[src/rtl/pipe_pkg.sv]
// pipe_pkg: definitions shared by the fetch stage and its helpers.
//   - XLEN:            machine word width (32)
//   - fetch_state_e:   fetch controller states (IDLE, REQ, HOLD, DROP)
//   - NOP_WORD:        MIPS sll $0,$0,0, presented in IF/ID on bubbles
//   - RT/RD/IMM bit positions inside an instruction word
//   - sext16():        sign-extend a 16-bit immediate to XLEN
package pipe_pkg;

  localparam int XLEN = 32;

  typedef enum logic [1:0] {
    IDLE = 2'd0,
    REQ  = 2'd1,
    HOLD = 2'd2,
    DROP = 2'd3
  } fetch_state_e;

  localparam logic [XLEN-1:0] NOP_WORD = 32'h0000_0000;

  localparam int RT_MSB  = 20;
  localparam int RT_LSB  = 16;
  localparam int RD_MSB  = 15;
  localparam int RD_LSB  = 11;
  localparam int IMM_MSB = 15;
  localparam int IMM_LSB = 0;

  function automatic logic [XLEN-1:0] sext16(input logic [15:0] v);
    return {{(XLEN-16){v[15]}}, v};
  endfunction

endpackage

[src/rtl/fetch_skid.sv]
// fetch_skid: one-entry holding register for a fetched instruction that
// arrived while Decode was stalled.
// Ports:
//   clk, rst_n         clock, asynchronous active-low reset
//   load_i             capture instr_i / pc4_i and mark the entry valid
//   clear_i            invalidate the entry (wins over load_i)
//   instr_i, pc4_i     instruction word and its PC+4
//   instr_o, pc4_o     held contents
//   valid_o            entry holds an instruction
module fetch_skid
  import pipe_pkg::*;
(
  input  logic            clk,
  input  logic            rst_n,
  input  logic            load_i,
  input  logic            clear_i,
  input  logic [XLEN-1:0] instr_i,
  input  logic [XLEN-1:0] pc4_i,
  output logic [XLEN-1:0] instr_o,
  output logic [XLEN-1:0] pc4_o,
  output logic            valid_o
);

  logic [XLEN-1:0] instr_q;
  logic [XLEN-1:0] pc4_q;
  logic            valid_q;

  always_ff @(posedge clk or negedge rst_n) begin
    if (!rst_n) begin
      instr_q <= NOP_WORD;
      pc4_q   <= '0;
      valid_q <= 1'b0;
    end else if (clear_i) begin
      valid_q <= 1'b0;
    end else if (load_i) begin
      instr_q <= instr_i;
      pc4_q   <= pc4_i;
      valid_q <= 1'b1;
    end
  end

  assign instr_o = instr_q;
  assign pc4_o   = pc4_q;
  assign valid_o = valid_q;

endmodule

[src/rtl/fetch_stage.sv]
// fetch_stage: instruction fetch plus the IF/ID pipeline register.
// Owns the PC, talks req/valid to instruction memory, honours stall from
// the hazard unit and redirects from branch/jump resolution.
// Ports:
//   clk, rst_n               clock, asynchronous active-low reset
//   stall_i                  hold IF/ID and PC
//   redirect_i/redirect_pc_i branch/jump redirect and its target
//   imem_req/imem_addr       fetch request and word-aligned address
//   imem_valid/imem_rdata    fetch response
//   instr_F, valid_F         IF/ID instruction and its valid flag
//   instru2016/instru1511    rt / rd fields of instr_F
//   oinstru                  sign-extended immediate of instr_F
//   sum2sumOF                PC+4 of instr_F
// Optional: define FETCH_PERF_CNT_EN to add saturating counters
//   perf_fetched / perf_stall / perf_flush.
module fetch_stage
  import pipe_pkg::*;
#(
  parameter logic [XLEN-1:0] RESET_PC  = 32'h0000_0000,
  parameter logic [XLEN-1:0] NOP_INSTR = NOP_WORD
) (
  input  logic            clk,
  input  logic            rst_n,
  input  logic            stall_i,
  input  logic            redirect_i,
  input  logic [XLEN-1:0] redirect_pc_i,
  output logic            imem_req,
  output logic [XLEN-1:0] imem_addr,
  input  logic            imem_valid,
  input  logic [XLEN-1:0] imem_rdata,
  output logic [XLEN-1:0] instr_F,
  output logic [4:0]      instru2016,
  output logic [4:0]      instru1511,
  output logic [XLEN-1:0] oinstru,
  output logic [XLEN-1:0] sum2sumOF,
`ifdef FETCH_PERF_CNT_EN
  output logic [31:0]     perf_fetched,
  output logic [31:0]     perf_stall,
  output logic [31:0]     perf_flush,
`endif
  output logic            valid_F
);

  fetch_state_e state_q, state_d;

  logic [XLEN-1:0] pc_q, pc_d;
  logic [XLEN-1:0] drop_addr_q, drop_addr_d;
  logic [XLEN-1:0] pc_plus4;

  logic [XLEN-1:0] ifid_instr_q;
  logic [XLEN-1:0] ifid_pc4_q;
  logic            ifid_valid_q;

  logic            if_load;
  logic            if_bubble;
  logic [XLEN-1:0] load_instr;
  logic [XLEN-1:0] load_pc4;
  logic            load_valid;

  logic            skid_load;
  logic            skid_clear;
  logic [XLEN-1:0] skid_instr;
  logic [XLEN-1:0] skid_pc4;
  logic            skid_valid;

  // Wraps modulo 2^32 by construction.
  assign pc_plus4 = pc_q + 32'd4;

  // ---------------- FSM: state register ----------------
  always_ff @(posedge clk or negedge rst_n) begin
    if (!rst_n) state_q <= IDLE;
    else        state_q <= state_d;
  end

  // ---------------- FSM: next state ----------------
  always_comb begin
    state_d = state_q;
    case (state_q)
      IDLE: state_d = REQ;
      REQ: begin
        if (redirect_i)                 state_d = imem_valid ? REQ : DROP;
        else if (imem_valid && stall_i) state_d = HOLD;
      end
      HOLD: begin
        if (redirect_i || !stall_i) state_d = REQ;
      end
      // A redirect without a response keeps waiting for the stale one.
      DROP: begin
        if (imem_valid) state_d = REQ;
      end
      default: state_d = IDLE;
    endcase
  end

  // ---------------- FSM: outputs ----------------
  // In DROP the outstanding request must keep its original address even
  // though pc_q already points at the redirect target.
  always_comb begin
    imem_req  = 1'b0;
    imem_addr = pc_q;
    case (state_q)
      REQ:  imem_req = 1'b1;
      DROP: begin
        imem_req  = 1'b1;
        imem_addr = drop_addr_q;
      end
      default: imem_req = 1'b0;
    endcase
  end

  // ---------------- datapath control ----------------
  always_comb begin
    pc_d        = pc_q;
    drop_addr_d = drop_addr_q;
    if_load     = 1'b0;
    if_bubble   = 1'b0;
    load_instr  = skid_instr;
    load_pc4    = skid_pc4;
    load_valid  = skid_valid;
    skid_load   = 1'b0;
    skid_clear  = 1'b0;
    if (redirect_i) begin
      // Redirect overrides stall and any response arriving this cycle.
      pc_d       = {redirect_pc_i[XLEN-1:2], 2'b00};
      if_bubble  = 1'b1;
      skid_clear = 1'b1;
      if (state_q == REQ && !imem_valid) drop_addr_d = pc_q;
    end else begin
      case (state_q)
        REQ: begin
          if (imem_valid && !stall_i) begin
            if_load    = 1'b1;
            load_instr = imem_rdata;
            load_pc4   = pc_plus4;
            load_valid = 1'b1;
            pc_d       = pc_plus4;
          end else if (imem_valid) begin
            skid_load = 1'b1;
          end else if (!stall_i) begin
            if_bubble = 1'b1;
          end
        end
        HOLD: begin
          if (!stall_i) begin
            if_load    = 1'b1;
            pc_d       = pc_plus4;
            skid_clear = 1'b1;
          end
        end
        // IDLE and DROP deliver nothing; insert a bubble unless stalled.
        default: begin
          if (!stall_i) if_bubble = 1'b1;
        end
      endcase
    end
  end

  always_ff @(posedge clk or negedge rst_n) begin
    if (!rst_n) begin
      pc_q        <= RESET_PC;
      drop_addr_q <= RESET_PC;
    end else begin
      pc_q        <= pc_d;
      drop_addr_q <= drop_addr_d;
    end
  end

  // ---------------- IF/ID register ----------------
  always_ff @(posedge clk or negedge rst_n) begin
    if (!rst_n) begin
      ifid_instr_q <= NOP_INSTR;
      ifid_pc4_q   <= '0;
      ifid_valid_q <= 1'b0;
    end else if (if_bubble) begin
      ifid_instr_q <= NOP_INSTR;
      ifid_pc4_q   <= '0;
      ifid_valid_q <= 1'b0;
    end else if (if_load) begin
      ifid_instr_q <= load_instr;
      ifid_pc4_q   <= load_pc4;
      ifid_valid_q <= load_valid;
    end
  end

  fetch_skid u_skid (
    .clk     (clk),
    .rst_n   (rst_n),
    .load_i  (skid_load),
    .clear_i (skid_clear),
    .instr_i (imem_rdata),
    .pc4_i   (pc_plus4),
    .instr_o (skid_instr),
    .pc4_o   (skid_pc4),
    .valid_o (skid_valid)
  );

  assign instr_F    = ifid_instr_q;
  assign sum2sumOF  = ifid_pc4_q;
  assign valid_F    = ifid_valid_q;
  assign instru2016 = ifid_instr_q[RT_MSB:RT_LSB];
  assign instru1511 = ifid_instr_q[RD_MSB:RD_LSB];
  assign oinstru    = sext16(ifid_instr_q[IMM_MSB:IMM_LSB]);

`ifdef FETCH_PERF_CNT_EN
  logic [31:0] perf_fetched_q, perf_stall_q, perf_flush_q;

  always_ff @(posedge clk or negedge rst_n) begin
    if (!rst_n) begin
      perf_fetched_q <= '0;
      perf_stall_q   <= '0;
      perf_flush_q   <= '0;
    end else begin
      if (if_load && !if_bubble && (perf_fetched_q != '1))
        perf_fetched_q <= perf_fetched_q + 32'd1;
      if (stall_i && (perf_stall_q != '1))
        perf_stall_q <= perf_stall_q + 32'd1;
      if (redirect_i && (perf_flush_q != '1))
        perf_flush_q <= perf_flush_q + 32'd1;
    end
  end

  assign perf_fetched = perf_fetched_q;
  assign perf_stall   = perf_stall_q;
  assign perf_flush   = perf_flush_q;
`endif

endmodule

[config.mk]
export PLATFORM = sky130hd
export DESIGN_NAME = fetch_stage
export DESIGN_NICKNAME = d
export VERILOG_FILES = /design/src/rtl/pipe_pkg.sv /design/src/rtl/fetch_skid.sv /design/src/rtl/fetch_stage.sv
export SDC_FILE = /design/constraint.sdc
export NUM_CORES = 1
export LEC_CHECK = 0
export CORE_AREA = 2 2 140 142
export DETAILED_ROUTE_END_ITERATION = 8
export DIE_AREA = 0 0 142 144
export PLACE_DENSITY = 0.78
export SYNTH_ARGS = -nofsm -noshare
export SYNTH_HDL_FRONTEND = slang
export SYNTH_SLANG_ARGS = --single-unit
[constraint.sdc]
create_clock -name clk -period 3 [get_ports clk]
set_clock_uncertainty 0.2 [all_clocks]
set_input_delay 0.9 -clock clk [delete_from_list [all_inputs] [get_ports clk]]
set_output_delay 0.9 -clock clk [all_outputs]
set_load 0.02 [all_outputs]
Yosys cells after proc, flatten, opt, wreduce, memory -nomap -nowiden. Index checks and enable logic that the tools add are counted. W data, S select, Z words.

Add/subtract/negate cells: 1. Equality and inequality tests: 8. Mux-type cells: 43. Bitwise gates (word level): 1. Reduce and logical (&&, ||, !) cells: 15.

Operator list (count): $mux W32 (14); $pmux W32 S2 (1); $add A32 B3 Y32 const B (1); $mux W1 (20); $mux W2 (5); $pmux W2 S4 (1); $ne A3 B3 Y1 const B (2); $reduce_and A3 Y1 (2); $eq A2 B2 Y1 const B (2); $ne A2 B2 Y1 const B (2); $pmux W1 S2 (2); $reduce_and A2 Y1 (2); $reduce_bool A2 Y1 (2); $logic_and A1 B1 Y1 (3); $ne A3 B2 Y1 const B (1); $reduce_bool A3 Y1 (1); $eq A2 B1 Y1 const B (1); $logic_not A1 Y1 (2); $logic_not A2 Y1 (1); $reduce_or A2 Y1 (1); $logic_or A1 B1 Y1 (1); $not A1 Y1 (1).

Register bits after elaboration: 196. Input bits: 69. Output and inout port bits: 140. Word-level logic and storage cells: 77.

Longest topological paths before layout.
Depth in word-level cells: 7. Mapped depth: 9.

Hierarchy. From an unflattened synthesis, not the netlist that was laid out.

Cell total of the unflattened synthesis: 858. Area total of the unflattened synthesis: 9995.8 sq um.

Modules (own cells, without submodules): fetch_stage (instances 1, cells each 719, area an instance 7262.0 sq um); fetch_skid (instances 1, cells each 139, area an instance 2733.9 sq um).

Worst setup path after synthesis. OpenSTA, ideal clock, no wires.

Path type: reg-to-output. Start point: register state_q[0]. End point: output imem_addr[10]. Arrival: 1.462 ns. Required time: 1.900 ns. Setup slack: 0.438 ns. Cell stages (with the launch flop): 5. Path buffers: 2. Path through: dfrtp_1 ha_1 clkbuf_1 clkbuf_1 mux2_2.

Longest elaborated chain between the ends: 2.

RTL lines: from (decl) (line fetch_stage.sv:44) `fetch_state_e state_q, state_d;`; from (signal assigned) (line fetch_stage.sv:72) `else state_q <= state_d;`; $eq A2 B2 Y1 (line fetch_stage.sv:101) `case (state_q)`; $mux W32 (line fetch_stage.sv:101); to (decl) (line fetch_stage.sv:28) `output logic [XLEN-1:0] imem_addr,`.

No other way between the ends.

Worst setup path after layout.
Start point: register state_q[1]. End point: output imem_addr[23].

The elaborated chain is that of the path after synthesis.

==> impl_results.md <==
* Status: complete, no violations
* Sw frac at 34.2%
* Cell Area, Synth at 9270 sq um
* Clock share of power at 22.0%
* GR Util All Layers at 21.7%
* Initial Util at 48.6%
* Fin crit period at a little under 3000 ps
* Ports at roughly 210
* HP Class: in2async
* Crit path required time at 1900 ps
* Psw at 3.29 mW
* Post-Route Setup TNS at 0 ps
* Fillcell total at 1536
* Commonest cells in the synthesized netlist: dfrtp_1, nand2_1, o21ai_0
* Post-DR vias/cell at around 5.4
* # DRC at 0
* Largest area contributor in the netlist: dfrtp_1
* Antenna diodes at 0
* Placeable Area at 19100 sq um
* Nets at 1096
* Final ANT Viol Nets at 0
* Sequential area share after synthesis at 50.8%
* Vias at 6934
* CTS tree: built
* Dpl cells at ~1200
* Clock slew seen by the registers of the worst setup and hold paths at around 70 ps
* Die ar. at around 20000 sq um
* Fraction of layout cells with a size suffix above 1 at around a fifth
* Clock Sinks at 188
* Die width at around 140 um
* Fin Hold WS at 258 ps
* Critical-path cell list: ha_4 -> buf_12 -> mux2_2 -> dlygate4sd2_1
* Post-synth EDFFs at 0
* Placer's final routability congestion estimate at roughly 0.83
* Power Internal at roughly 6.3 mW
* Number of port buffers at 202
* Syn_area_per_cell at 10.7 sq um
* Slew @ Worst Pin at just under 600 ps
* Type of the worst setup path: reg2out
* Crit start category: register
* #FFs+latches synth at 188
* Yosys cell types at 43
* WL per Instance at 17.2 um
* Largest net degree at the start of global routing at between 60 and 70
* Synthesized instance count at 869
* First DRT Iteration DRCs at 309
* Cell Rows at slightly above 50
* CP Capture Type: output pin
* Peak VDD IR at 0.000554 V
* Fin worst setup slack at 17.8 ps
* Final period util at between 90% and 100%
* Area growth syn-to-layout at 29.4%
* Leakage at 4.98 nW
* Dpl hpwl at 15000 um
* Synth Flop Type: dfrtp_1
* Max-Cap Viols at 0
* Detailed Routing Iterations Pass 1 at 5
* Syn. warnings at 0
* CTS Hold Bufs at 0
* Clk buf depth at 2
* Fin. max-slew vios at 0
* Root Buffer: clkbuf_16
* Total grt overflow at 0
* Worst Path Arrival at 1880 ps
* Global-route wire length before repair at 34700 um
* Skew-Pair Late Insertion Delay at 430 ps
* Routed WL at 21900 um
* Chip height at 144 um
* Rel. slew slack at 60.3%
* Worst path slowest cell: dfrtp_1
* Combinational share of power at roughly two fifths
* Final setup vio count at 0
* Top post-synthesis cells by area: dfrtp_1, mux2_2, o21ai_0
* Peak Freq at between 0.3 and 0.4 GHz
* FFs w/ async S/R, synth at 100%
* Final Non-Filler Cells at 1274
* H-Tree Level Count at 4
* Fin util at 62.8%
* Reg power frac at 39.8%
* Dpl ws at 142 ps
* Worst Path Max Fanout at 8
* Num CTS Buffers at 17
* Fin. Hold Viols at 0
* Initial antenna violation count at 0
* Most common cell in the netlist: dfrtp_1
* Vias in the first global route at 6547
* Crit-path max cell delay at approximately 410 ps
* Synth top area share at 50.8%
* P per Cell Area at between 800 and 900 nW/um^2
[layout make-up]
class                   count  area (sq um)  share of cell area (%)
flip-flops and latches    188          4710                    39.3
inverters                   4          15.0                   0.125
clock buffers              20           467                    3.89
well taps                 238           298                    2.48
repair buffers            242          2440                    20.4
clock inverters            12          88.8                   0.741
multi-input cells         570          3970                    33.1
[metrics by stage]
stage,power (mW),instance area [sq um]
2_1_floorplan,6.07,9280
3_3_place_gp,7.42,11400
3_5_place_dp,7.54,11400
4_1_cts,9.64,12000
5_1_grt,10.2,12000
6_report,9.62,12000
[cell usage in the layout (no fill, tap or decap), types with 10 or more instances in the layout]
cell type / synthesis / layout
a22oi_1: 18 / 18
buf_12: 0 / 10
buf_4: 48 / 28
clkbuf_16: 0 / 18
clkdlybuf4s15_2: 0 / 10
clkdlybuf4s50_1: 0 / 169
dfrtp_1: 188 / 187
mux2_2: 92 / 92
mux2i_1: 37 / 37
nand2_1: 127 / 126
nand3_1: 22 / 22
nand4_1: 13 / 13
nor2_1: 12 / 12
o21ai_0: 107 / 107
o21ai_1: 17 / 17
xnor2_1: 16 / 16
xor2_1: 41 / 41
[routing by layer]
metal	wire (um)	vias to the layer above	track usage, %
met5	0	-	0
met4	320	0	6.05
met3	1250	33	4.14
met2	10800	248	36.3
met1	9590	3379	29.1
li1	-	3274	-
[power groups by stage]
stage / Clock [mW] / Sequential (mW) / Combinational [mW]
after floorplan: 0 / 3.93 / 2.14
after global placement: 0 / 3.81 / 3.60
after detailed placement: 0 / 3.87 / 3.67
after CTS: 2.16 / 3.82 / 3.65
after global routing: 2.27 / 3.93 / 3.96
final: 2.12 / 3.83 / 3.67
[what timing repair did]
item,4_1_cts,5_1_grt
setup buffers,2,1
cloned,1,1
pin swaps,0,1
gates resized for setup,68,20
endpoints found under the setup margin,50,16
[critical path: cells and delay by family, from the launching register on]
family / cells / cell delay (ps)
muxes: 1 / 340
DFF: 1 / 410
buffers and inverters: 2 / 470
adders and majority gates: 1 / 240
[kinds of logic after synthesis]
logic type / after synthesis / share of synthesized area, %
compound gates: 160 / 9.47
xor+xnor: 57 / 5.39
fa+ha+maj: 4 / 0.540
buf+inv: 114 / 6.90
flops: 188 / 50.8
mux: 129 / 15.2
other cells: 1 / 0.0405
simple gates: 216 / 11.7
[worst paths after layout]
path / start / slack (ps) / to / cells past startpoint
max: state_q[1] / 20 / imem_addr[23] / 4
max reg2reg: pc_q[2] / 530 / u_skid.pc4_o[20] / 6
min in group clk: u_skid.pc4_o[10] / 280 / u_skid.pc4_o[10] / 2
max in group asynchronous: rst_n / 1660 / instr_F[2] / 2
min: rst_n / 260 / drop_addr_q[20] / 1
min reg2reg: u_skid.pc4_o[10] / 280 / u_skid.pc4_o[10] / 2
[state kept, by name, indices dropped and copies added, names as in the netlist]
signal          cells
drop_addr_q        30
instr_F            32
pc_q               30
state_q             2
sum2sumOF          30
u_skid.instr_o     32
u_skid.pc4_o       30
u_skid.valid_o      1
valid_F             1
Note: power is estimated with default switching activity, not from simulation.
